File: src/rtl/kgp_fetch_pkg.sv
// Shared types and constants for the instruction-fetch queue.
// Also holds the saturating-add helper used by the FETCH_PERF_EN counters.
package kgp_fetch_pkg;

    localparam int          ADDR_W  = 32;
    localparam int          INSTR_W = 32;
    localparam logic [31:0] PC_STEP = 32'd4;

    typedef struct packed {
        logic [ADDR_W-1:0]  pc;
        logic [INSTR_W-1:0] instr;
        logic               filled;
    } fetch_slot_t;

    function automatic logic [ADDR_W-1:0] next_seq_pc(input logic [ADDR_W-1:0] cur_pc);
        return cur_pc + PC_STEP;
    endfunction

    function automatic logic [31:0] sat_add32(input logic [31:0] a, input logic [31:0] b);
        logic [32:0] sum;
        sum = {1'b0, a} + {1'b0, b};
        return sum[32] ? 32'hFFFF_FFFF : sum[31:0];
    endfunction

endpackage

File: src/rtl/fetch_slot_ram.sv
// Fetch slot storage: DEPTH entries of {pc, instr} plus a per-slot filled flag.
// Separate write ports for request allocation and response fill; asynchronous read of slot[rd].
module fetch_slot_ram
    import kgp_fetch_pkg::*;
#(
    parameter int DEPTH = 4,
    parameter int PTR_W = $clog2(DEPTH)
) (
    input  logic               clk,
    input  logic               rst,
    input  logic               alloc_en_i,
    input  logic [PTR_W-1:0]   alloc_idx_i,
    input  logic [ADDR_W-1:0]  alloc_pc_i,
    input  logic               fill_en_i,
    input  logic [PTR_W-1:0]   fill_idx_i,
    input  logic [INSTR_W-1:0] fill_instr_i,
    input  logic [PTR_W-1:0]   rd_idx_i,
    output fetch_slot_t        rd_slot_o
);

    logic [ADDR_W-1:0]  pc_mem    [DEPTH];
    logic [INSTR_W-1:0] instr_mem [DEPTH];
    logic [DEPTH-1:0]   filled_q;

    always_ff @(posedge clk) begin
        if (alloc_en_i) begin
            pc_mem[alloc_idx_i] <= alloc_pc_i;
        end
        if (fill_en_i) begin
            instr_mem[fill_idx_i] <= fill_instr_i;
        end
    end

    // Alloc and fill never target the same slot in one cycle: that would need a full queue.
    generate
        for (genvar gi = 0; gi < DEPTH; gi++) begin : g_filled
            logic filled_bit_q;
            always_ff @(posedge clk or negedge rst) begin
                if (!rst) begin
                    filled_bit_q <= 1'b0;
                end else if (alloc_en_i && (alloc_idx_i == PTR_W'(gi))) begin
                    filled_bit_q <= 1'b0;
                end else if (fill_en_i && (fill_idx_i == PTR_W'(gi))) begin
                    filled_bit_q <= 1'b1;
                end
            end
            assign filled_q[gi] = filled_bit_q;
        end
    endgenerate

    assign rd_slot_o.pc     = pc_mem[rd_idx_i];
    assign rd_slot_o.instr  = instr_mem[rd_idx_i];
    assign rd_slot_o.filled = filled_q[rd_idx_i];

endmodule

File: src/rtl/fetch_queue_unit.sv
// Instruction fetch queue: issues in-order imem reads, buffers PC-tagged words, flushes on redirect.
// Define FETCH_PERF_EN to add the perf_issued / perf_flushed / perf_full_stall counters.
module fetch_queue_unit
    import kgp_fetch_pkg::*;
#(
    parameter int DEPTH = 4,
    parameter int PTR_W = $clog2(DEPTH)
) (
    input  logic               clk,
    input  logic               rst,
    input  logic [ADDR_W-1:0]  pc,
    output logic [ADDR_W-1:0]  new_pc,
    output logic               imem_req_valid,
    output logic [ADDR_W-1:0]  imem_req_addr,
    input  logic               imem_req_ready,
    input  logic               imem_rsp_valid,
    input  logic [INSTR_W-1:0] imem_rsp_data,
    input  logic               redirect_valid,
    input  logic [ADDR_W-1:0]  redirect_pc,
    output logic               out_valid,
    output logic [INSTR_W-1:0] out_instr,
    output logic [ADDR_W-1:0]  out_pc,
`ifdef FETCH_PERF_EN
    output logic [31:0]        perf_issued,
    output logic [31:0]        perf_flushed,
    output logic [31:0]        perf_full_stall,
`endif
    input  logic               out_ready
);

    localparam logic [PTR_W:0] DEPTH_P = (PTR_W+1)'(DEPTH);
    localparam logic [PTR_W:0] ONE_P   = (PTR_W+1)'(1);
    localparam logic [PTR_W:0] ZERO_P  = '0;

    logic [PTR_W:0] alloc_q, alloc_d;
    logic [PTR_W:0] fill_q, fill_d;
    logic [PTR_W:0] rd_q, rd_d;
    logic [PTR_W:0] discard_cnt_q, discard_cnt_d;

    logic [PTR_W:0] used;
    logic [PTR_W:0] outstanding;
    logic           full;
    logic           issue_fire;
    logic           rsp_accept;
    logic           rsp_drop;
    logic           out_fire;
    fetch_slot_t    rd_slot;

    assign used        = alloc_q - rd_q;
    assign outstanding = alloc_q - fill_q;
    assign full        = (used == DEPTH_P);

    // Gated by rst so nothing is requested while the block is held in reset.
    assign imem_req_valid = rst && !full && !redirect_valid && (discard_cnt_q == ZERO_P);
    assign imem_req_addr  = pc;
    assign issue_fire     = imem_req_valid && imem_req_ready;

    // A response with nothing outstanding is a protocol error and is simply ignored.
    assign rsp_accept = imem_rsp_valid && (discard_cnt_q == ZERO_P) && (outstanding != ZERO_P);
    assign rsp_drop   = imem_rsp_valid && (discard_cnt_q != ZERO_P);

    assign out_valid = (rd_q != fill_q) && rd_slot.filled;
    assign out_instr = rd_slot.instr;
    assign out_pc    = rd_slot.pc;
    assign out_fire  = out_valid && out_ready;

    always_comb begin
        new_pc = pc;
        if (rst) begin
            if (redirect_valid) begin
                new_pc = redirect_pc;
            end else if (issue_fire) begin
                new_pc = next_seq_pc(pc);
            end
        end
    end

    always_comb begin
        alloc_d       = alloc_q;
        fill_d        = fill_q;
        rd_d          = rd_q;
        discard_cnt_d = discard_cnt_q;
        if (redirect_valid) begin
            alloc_d = ZERO_P;
            fill_d  = ZERO_P;
            rd_d    = ZERO_P;
            // Everything still in flight is stale; a response accepted this cycle is already home.
            discard_cnt_d = discard_cnt_q - (rsp_drop ? ONE_P : ZERO_P)
                          + outstanding - (rsp_accept ? ONE_P : ZERO_P);
        end else begin
            if (issue_fire) begin
                alloc_d = alloc_q + ONE_P;
            end
            if (rsp_accept) begin
                fill_d = fill_q + ONE_P;
            end
            if (out_fire) begin
                rd_d = rd_q + ONE_P;
            end
            if (rsp_drop) begin
                discard_cnt_d = discard_cnt_q - ONE_P;
            end
        end
    end

    always_ff @(posedge clk or negedge rst) begin
        if (!rst) begin
            alloc_q       <= ZERO_P;
            fill_q        <= ZERO_P;
            rd_q          <= ZERO_P;
            discard_cnt_q <= ZERO_P;
        end else begin
            alloc_q       <= alloc_d;
            fill_q        <= fill_d;
            rd_q          <= rd_d;
            discard_cnt_q <= discard_cnt_d;
        end
    end

    fetch_slot_ram #(
        .DEPTH (DEPTH),
        .PTR_W (PTR_W)
    ) u_slot_ram (
        .clk          (clk),
        .rst          (rst),
        .alloc_en_i   (issue_fire),
        .alloc_idx_i  (alloc_q[PTR_W-1:0]),
        .alloc_pc_i   (pc),
        .fill_en_i    (rsp_accept),
        .fill_idx_i   (fill_q[PTR_W-1:0]),
        .fill_instr_i (imem_rsp_data),
        .rd_idx_i     (rd_q[PTR_W-1:0]),
        .rd_slot_o    (rd_slot)
    );

    assert property (@(posedge clk) disable iff (!rst)
        imem_rsp_valid |-> ((discard_cnt_q != ZERO_P) || (fill_q != alloc_q)));

`ifdef FETCH_PERF_EN
    logic [31:0]    perf_issued_q, perf_issued_d;
    logic [31:0]    perf_flushed_q, perf_flushed_d;
    logic [31:0]    perf_full_stall_q, perf_full_stall_d;
    logic [PTR_W:0] buf_drop;

    // Buffered words thrown away by a redirect; in-flight ones are counted as they are discarded.
    always_comb begin
        buf_drop = (fill_q - rd_q) + (rsp_accept ? ONE_P : ZERO_P) - (out_fire ? ONE_P : ZERO_P);
        perf_issued_d     = sat_add32(perf_issued_q, {31'd0, issue_fire});
        perf_full_stall_d = sat_add32(perf_full_stall_q, {31'd0, full});
        perf_flushed_d    = sat_add32(perf_flushed_q, {31'd0, rsp_drop});
        if (redirect_valid) begin
            perf_flushed_d = sat_add32(perf_flushed_d, {{(31-PTR_W){1'b0}}, buf_drop});
        end
    end

    always_ff @(posedge clk or negedge rst) begin
        if (!rst) begin
            perf_issued_q     <= 32'd0;
            perf_flushed_q    <= 32'd0;
            perf_full_stall_q <= 32'd0;
        end else begin
            perf_issued_q     <= perf_issued_d;
            perf_flushed_q    <= perf_flushed_d;
            perf_full_stall_q <= perf_full_stall_d;
        end
    end

    assign perf_issued     = perf_issued_q;
    assign perf_flushed    = perf_flushed_q;
    assign perf_full_stall = perf_full_stall_q;
`endif

endmodule
File: config.mk
export PLATFORM = sky130hd
export DESIGN_NAME = fetch_queue_unit
export DESIGN_NICKNAME = d
export VERILOG_FILES = /design/src/rtl/kgp_fetch_pkg.sv /design/src/rtl/fetch_slot_ram.sv /design/src/rtl/fetch_queue_unit.sv
export SDC_FILE = /design/constraint.sdc
export NUM_CORES = 1
export LEC_CHECK = 0
export CAP_MARGIN = 20
export CORE_MARGIN = 3
export CORE_UTILIZATION = 45
export DETAILED_ROUTE_END_ITERATION = 12
export PLACE_DENSITY = 0.75
export SLEW_MARGIN = 40
export SYNTH_ARGS = -nofsm -noshare
export SYNTH_HDL_FRONTEND = slang
export SYNTH_HIERARCHICAL = 1
export SYNTH_SLANG_ARGS = --single-unit
File: constraint.sdc
create_clock -name clk -period 8.6 [get_ports clk]
set_input_delay 1.29 -clock clk [delete_from_list [all_inputs] [get_ports clk]]
set_output_delay 1.29 -clock clk [all_outputs]
set_load 0.01 [all_outputs]
* After elaboration in Yosys (flattened, before gate mapping)
Memories as Yosys holds them, arrays and structs flattened. Index checks and enable logic that the tools add are counted.
Storage, ports and cells: flip-flop bits (word level) 16, memory bits (writable) 256, input port bits 102, output and inout bits 130, memories kept 2
Memories:
- u_slot_ram.instr_mem | words 4, width 32, rd ports 1, clocked after Yosys merged registers in 0, wr ports 1, line fetch_slot_ram.sv:22 | logic [INSTR_W-1:0] instr_mem [DEPTH];
- u_slot_ram.pc_mem | words 4, width 32, rd ports 1, clocked after Yosys merged registers in 0, wr ports 1, line fetch_slot_ram.sv:21 | logic [ADDR_W-1:0] pc_mem [DEPTH];
Operators by class: add/subtract/negate cells 10, $lt $le $gt $ge 1, equal/unequal tests 8, mux-type cells 27, reduce and logical (&&, ||, !) cells 32
Operator list (number):
- 2-to-1 mux 32 bit | 3
- adder 32 x 3 -> 32 bit (second input constant) | 1
- 2-to-1 mux 3 bit | 8
- logical AND 1 bit | 17
- nonzero test 2 bit | 8
- 2-to-1 mux 1 bit | 15
- adder 3 x 1 -> 3 bit (second input constant) | 3
- equality test 2 bit (second input constant) | 4
- nonzero test 3 bit | 2
- subtractor 3 x 1 -> 3 bit | 2
- subtractor 3 bit | 2
- equality test 2 x 1 -> 1 bit (second input constant) | 2
- logical NOT 2 bit | 2
- adder 3 bit | 1
- equality test 3 bit (second input constant) | 1
- logical NOT 3 bit | 1
- less-than comparator 2 x 3 -> 1 bit (second input constant) | 1
- != test 3 bit | 1
- subtractor 3 x 1 -> 3 bit (second input constant) | 1
- binary-select mux 1 bit (select 2 bit) | 1
- logical NOT 1 bit | 2

* Logic depth before layout (Yosys ltp)
depth after elaboration 10, gate-level depth with buffers 15

* Cells and area by module
Netlist, hierarchy kept.
Modules (own cells, without submodules):
- fetch_slot_ram | times used 1, cells each 353, area an instance 9504.1 um^2, seq. area each 7787.5 um^2
- fetch_queue_unit | times used 1, cells each 336, area an instance 2592.5 um^2, seq. area each 300.3 um^2

* Worst setup path before layout
No wires, ideal clock.
path kind in2reg, start in redirect_valid, end reg u_slot_ram.g_filled[0].filled_bit_q, setup time 121 ps, arrival time 5082 ps, required time 8479 ps, setup slack 3397 ps, stages 7, path buffers 1, cells stage by stage buf_2 > and4bb_2 > and2_1 > o21ai_0 > inv_1 > nor3b_1 > o21ba_2
Between the ends: longest elaborated chain between the ends 6
Ends and longest elaborated chain:
- from (decl) | line fetch_queue_unit.sv:18 | input logic redirect_valid,
- logical NOT 1 bit (*) | line fetch_queue_unit.sv:54 | assign imem_req_valid = rst && !full && !redirect_valid && (discard_cnt_q == ZERO_P);
- logical AND 1 bit (*) (2 in series) | line fetch_queue_unit.sv:54
- logical AND 1 bit (*) | line fetch_queue_unit.sv:56 | assign issue_fire = imem_req_valid && imem_req_ready;
- named net issue_fire | line fetch_queue_unit.sv:43 | logic issue_fire;
- logical AND 1 bit (*) | line fetch_slot_ram.sv:41 | end else if (alloc_en_i && (alloc_idx_i == PTR_W'(gi))) begin
- 2-to-1 mux 1 bit / nonzero test 2 bit (equally long branches)
- to (signal assigned) | line fetch_slot_ram.sv:40 | filled_bit_q <= 1'b0;
- to (signal assigned) | line fetch_slot_ram.sv:42 | filled_bit_q <= 1'b0;
- to (signal assigned) | line fetch_slot_ram.sv:44 | filled_bit_q <= 1'b1;
- to (decl) | line fetch_slot_ram.sv:37 | logic filled_bit_q;
Mark *: on every way through the listed nets, which the timed path passes. The rest lies on a longest branch. A chain may end at the register's enable or synchronous reset.

* Final worst setup path
start in pc[16], end out new_pc[25]
Between the ends: longest elaborated chain between the ends 4
Ends and longest elaborated chain:
- from (decl) | line fetch_queue_unit.sv:11 | input logic [ADDR_W-1:0] pc,
- adder 32 x 3 -> 32 bit | line kgp_fetch_pkg.sv:16 | return cur_pc + PC_STEP;
- 2-to-1 mux 32 bit | line fetch_queue_unit.sv:72 | end else if (issue_fire) begin
- 2-to-1 mux 32 bit | line fetch_queue_unit.sv:70 | if (redirect_valid) begin
- 2-to-1 mux 32 bit | line fetch_queue_unit.sv:69 | if (rst) begin
- to (decl) | line fetch_queue_unit.sv:12 | output logic [ADDR_W-1:0] new_pc,
Every way passes these cells.

==> metrics.txt <==
Static Leak=between 0.005 and 0.006 µW; crit-path cells=clkdlybuf4s50_1, nand4_1, nor4_2, and2_1, a311oi_1, a211oi_1, clkdlybuf4s50_1; post-synthesis cell area=12,100 µm²; number of flops mapped to enable cells by yosys=between 200 and 300; Worst EP arrival=4.37 ns; total grt overflow=0; ys flop type=edfxtp_1; ys async rst share=5.88%; clock share of power=38.7%; combinational group share of total power=10.6%; Hold WC Path Type=flop to flop; layout cells sized above 1=16.4%; CP Capture Type=primary output; Synth top area share=about 64%; buffer and inverter count on the worst path=2; pre-CTS setup slack=2.97 ns; Req. time, crit path=7.31 ns; Setup TNS=0 ns; drt first pass iters=7; Setup CP Type=input port to primary output; CTS Sinks=272; synthesized instance count=689; post-route clock period utilization=approximately 66%; slew margin rel.=44.0%; cell mode on critical path=clkdlybuf4s50_1; port bufs=231; nets=1,013; post-CTS setup repair buffer count=0; Total Power=2910 µW; remaining antenna violation count=0; Ports=around 230; Rows=59; sequential power share=between 50 and 60%; P_int=between 2000 and 2500 µW; Synthesized Nets=806; # hold bufs at CTS=0; initial core utilization=46.2%; largest cells by area after synthesis=edfxtp_1 64%, mux4_2 12%, dfrtp_1 3.3%; Worst Setup Start Kind=input port; cell taking the most area after synthesis=edfxtp_1; vias per cell=5.69; Max clock buf depth=3; final setup violation count=0; initial antenna violation count=1; vias in the first global route=about 7,500; largest family of logic cells by synthesized area=multiplexers; drt drc=0; post-synthesis compound-gate area fraction=6.58%; Post-Synth Simple-Gate Area=roughly 5.7%; die height=170 µm; xor-xnor portion of the synthesized cell area=1.59%; fillers=1,934; worst-margin pin slew=0.837 ns; WL/cell=roughly 22 µm; DRT iter0 DRCs=664; Seq. cell area=8100 µm²; RSZ-0062 raised after global routing=false; vias post-DR=7,135; Core Region=26,200 µm²; die area=28,900 µm²; Reg clk slew, reported paths=0.06 ns; synthesis-to-layout area growth=26.9%; RePlAce Congestion=0.850; most frequent cells in the layout=256 x edfxtp_1, 229 x clkdlybuf4s50_1, 65 x mux4_2; Reg2Reg Launch Point=alloc_q[0]$_DFFE_PN0P_; first-pass GRT wire length=43.0 mm; YS warnings=6; placed cells=around 1,200; R2R depth=15; largest net degree at the start of global routing=49; reg2reg end=discard_cnt_q[2]$_DFFE_PN0P_; status=finished, final reports clean; clock skew=0.0132 ns; FF+latch count, synth=272; Multi-input gate area=3470 µm²; synthesized-area fraction occupied by adder cells=under 10%; power density cells=between 150 and 200 nW/µm²; mux contribution to synthesized area=between 10 and 15%; Max Slew Vio Count=0; reg2reg setup slack=3.96 ns; share of the yosys chip area belonging to registers=roughly 67%; Worst setup startpoint=pc[16]; critical path capture point=new_pc[25]; final cell count without fillers=1,255; Sw Ratio=22.1%; most common cell after layout, fill and taps aside=edfxtp_1; cts bufs inserted=28; mean post-synth cell area=17.6 µm²; Worst path depth=7; clock latency on the worst-skew pair=0.53 ns; Final WS setup=2.94 ns; Final Hold Viols=0; CP max FO=12; Max-Cap Viols=0; unique cell type count in the Yosys netlist=72; CP delay by family, top=simple AND/OR/NAND/NOR gates; Die Wd=170 µm; slowest CP cell=clkdlybuf4s50_1; root buffer cell=clkbuf_16; Max Fclk=between 150 and 200 MHz; gr usage total=19.2%; worst vdd ir=around 0.00015 V; NetSw=642 µW; H-tree depth=1; CTS tree=built; post-CTS sizing=0; CP max stage delay=0.70 ns; Tmin final=5.66 ns; DP HPWL=18.0 mm; final WL=28.0 mm
-- metrics by stage --
step,utilization [%],instance area (µm²),hold WS [ns]
final,58.6,15400,0.507
after CTS,58.5,15300,0.508
after floorplan,-,12100,0.457
after global placement,55.0,14400,0.472
after global routing,58.6,15300,0.522
after detailed placement,55.2,14500,0.492
-- registers in the layout (all words and copies together) (netlist names) --
name and count:
alloc_q 3, discard_cnt_q 3, fill_q 3, rd_q 3, u_slot_ram/g_filled.filled_bit_q 4, u_slot_ram/instr_mem 128
u_slot_ram/pc_mem 128
-- power by group through the flow --
stage          Clock, µW  Combinational (µW)  Sequential, µW
3_3_place_gp           0                 302            1500
6_report            1130                 308            1480
3_5_place_dp           0                 308            1500
4_1_cts             1150                 311            1480
5_1_grt             1210                 339            1480
2_1_floorplan          0                 158            1500
-- synthesized netlist by cell type (all sizes together) (2+ instances only) --
cell     instances
mux2i            5
o21ba            2
and3b            3
nor2b            3
o211ai           4
a211oi          15
nor3b            3
a31oi            2
a21boi           2
a311oi          10
o32a             2
and4             4
o22a             2
xnor2            7
clkbuf           8
dfrtp           16
a22oi            8
a31o             2
and2             4
o32ai            2
a21oi            7
mux4            65
a221oi           2
nor3            10
o21ai           11
edfxtp         256
ha              11
buf             55
a2111oi          2
xor2             9
fa               4
nand2           35
nand3            8
o22ai            9
a311o            2
inv             21
o2bb2ai          2
nor2            38
and3            13
o311ai           2
nand4            6
nand2b           2
-- layout make-up --
cell class / instances / share of cell area (%)
Clock inverter: 18 / 0.791
Timing Repair Buffer: 240 / 15.7
Inverter: 22 / 0.538
Tap cell: 335 / 2.73
Clock buffer: 34 / 4.85
Antenna cell: 2 / 0.0326
Multi-Input combinational cell: 332 / 22.6
Sequential cell: 272 / 52.7
-- worst min-delay path by stage --
stage	from	to	slack (ns)	depth (start not counted)
6_report	u_slot_ram/g_filled[0].filled_bit_q$_DFFE_PN0P_	u_slot_ram/g_filled[0].filled_bit_q$_DFFE_PN0P_	0.51	1
5_1_grt	u_slot_ram/g_filled[1].filled_bit_q$_DFFE_PN0P_	u_slot_ram/g_filled[1].filled_bit_q$_DFFE_PN0P_	0.52	1
4_1_cts	u_slot_ram/g_filled[1].filled_bit_q$_DFFE_PN0P_	u_slot_ram/g_filled[1].filled_bit_q$_DFFE_PN0P_	0.51	1
3_5_place_dp	u_slot_ram/g_filled[0].filled_bit_q$_DFFE_PN0P_	u_slot_ram/g_filled[0].filled_bit_q$_DFFE_PN0P_	0.49	1
3_3_place_gp	u_slot_ram/g_filled[3].filled_bit_q$_DFFE_PN0P_	u_slot_ram/g_filled[3].filled_bit_q$_DFFE_PN0P_	0.47	2
2_1_floorplan	u_slot_ram/g_filled[3].filled_bit_q$_DFFE_PN0P_	u_slot_ram/g_filled[3].filled_bit_q$_DFFE_PN0P_	0.46	2
-- cell families after synthesis --
| kind of cell | Yosys count |
|---|---|
| XOR/XNOR | 17 |
| multiplexers | 71 |
| flip-flops | 272 |
| buffers and inverters | 85 |
| AND/OR/NAND/NOR | 134 |
| adder cells (fa/ha/maj) | 15 |
| AO/OA/AOI/OAI | 95 |
-- worst register-to-register path: cells and delay by family, from the launching register on --
| family | cells | cell delay (ns) |
|---|---|---|
| DFF | 1 | 0.55 |
| adders and majority gates | 6 | 2.21 |
| and+or+nand+nor | 1 | 0.07 |
| xor gates and xnor gates | 4 | 0.95 |
| buffers and inverters | 2 | 0.17 |
| AOI/OAI and AO/OA | 2 | 0.62 |
-- per-layer routing --
layer / vias to the layer above / routed length [µm] / global-route usage, %
li1: 3171 / - / -
met5: - / 0 / 0
met2: 301 / 14000 / 31.9
met1: 3614 / 11300 / 26.0
met3: 49 / 2090 / 3.79
met4: 0 / 680 / 5.64
No activity file was read; power rests on OpenSTA's default activity.
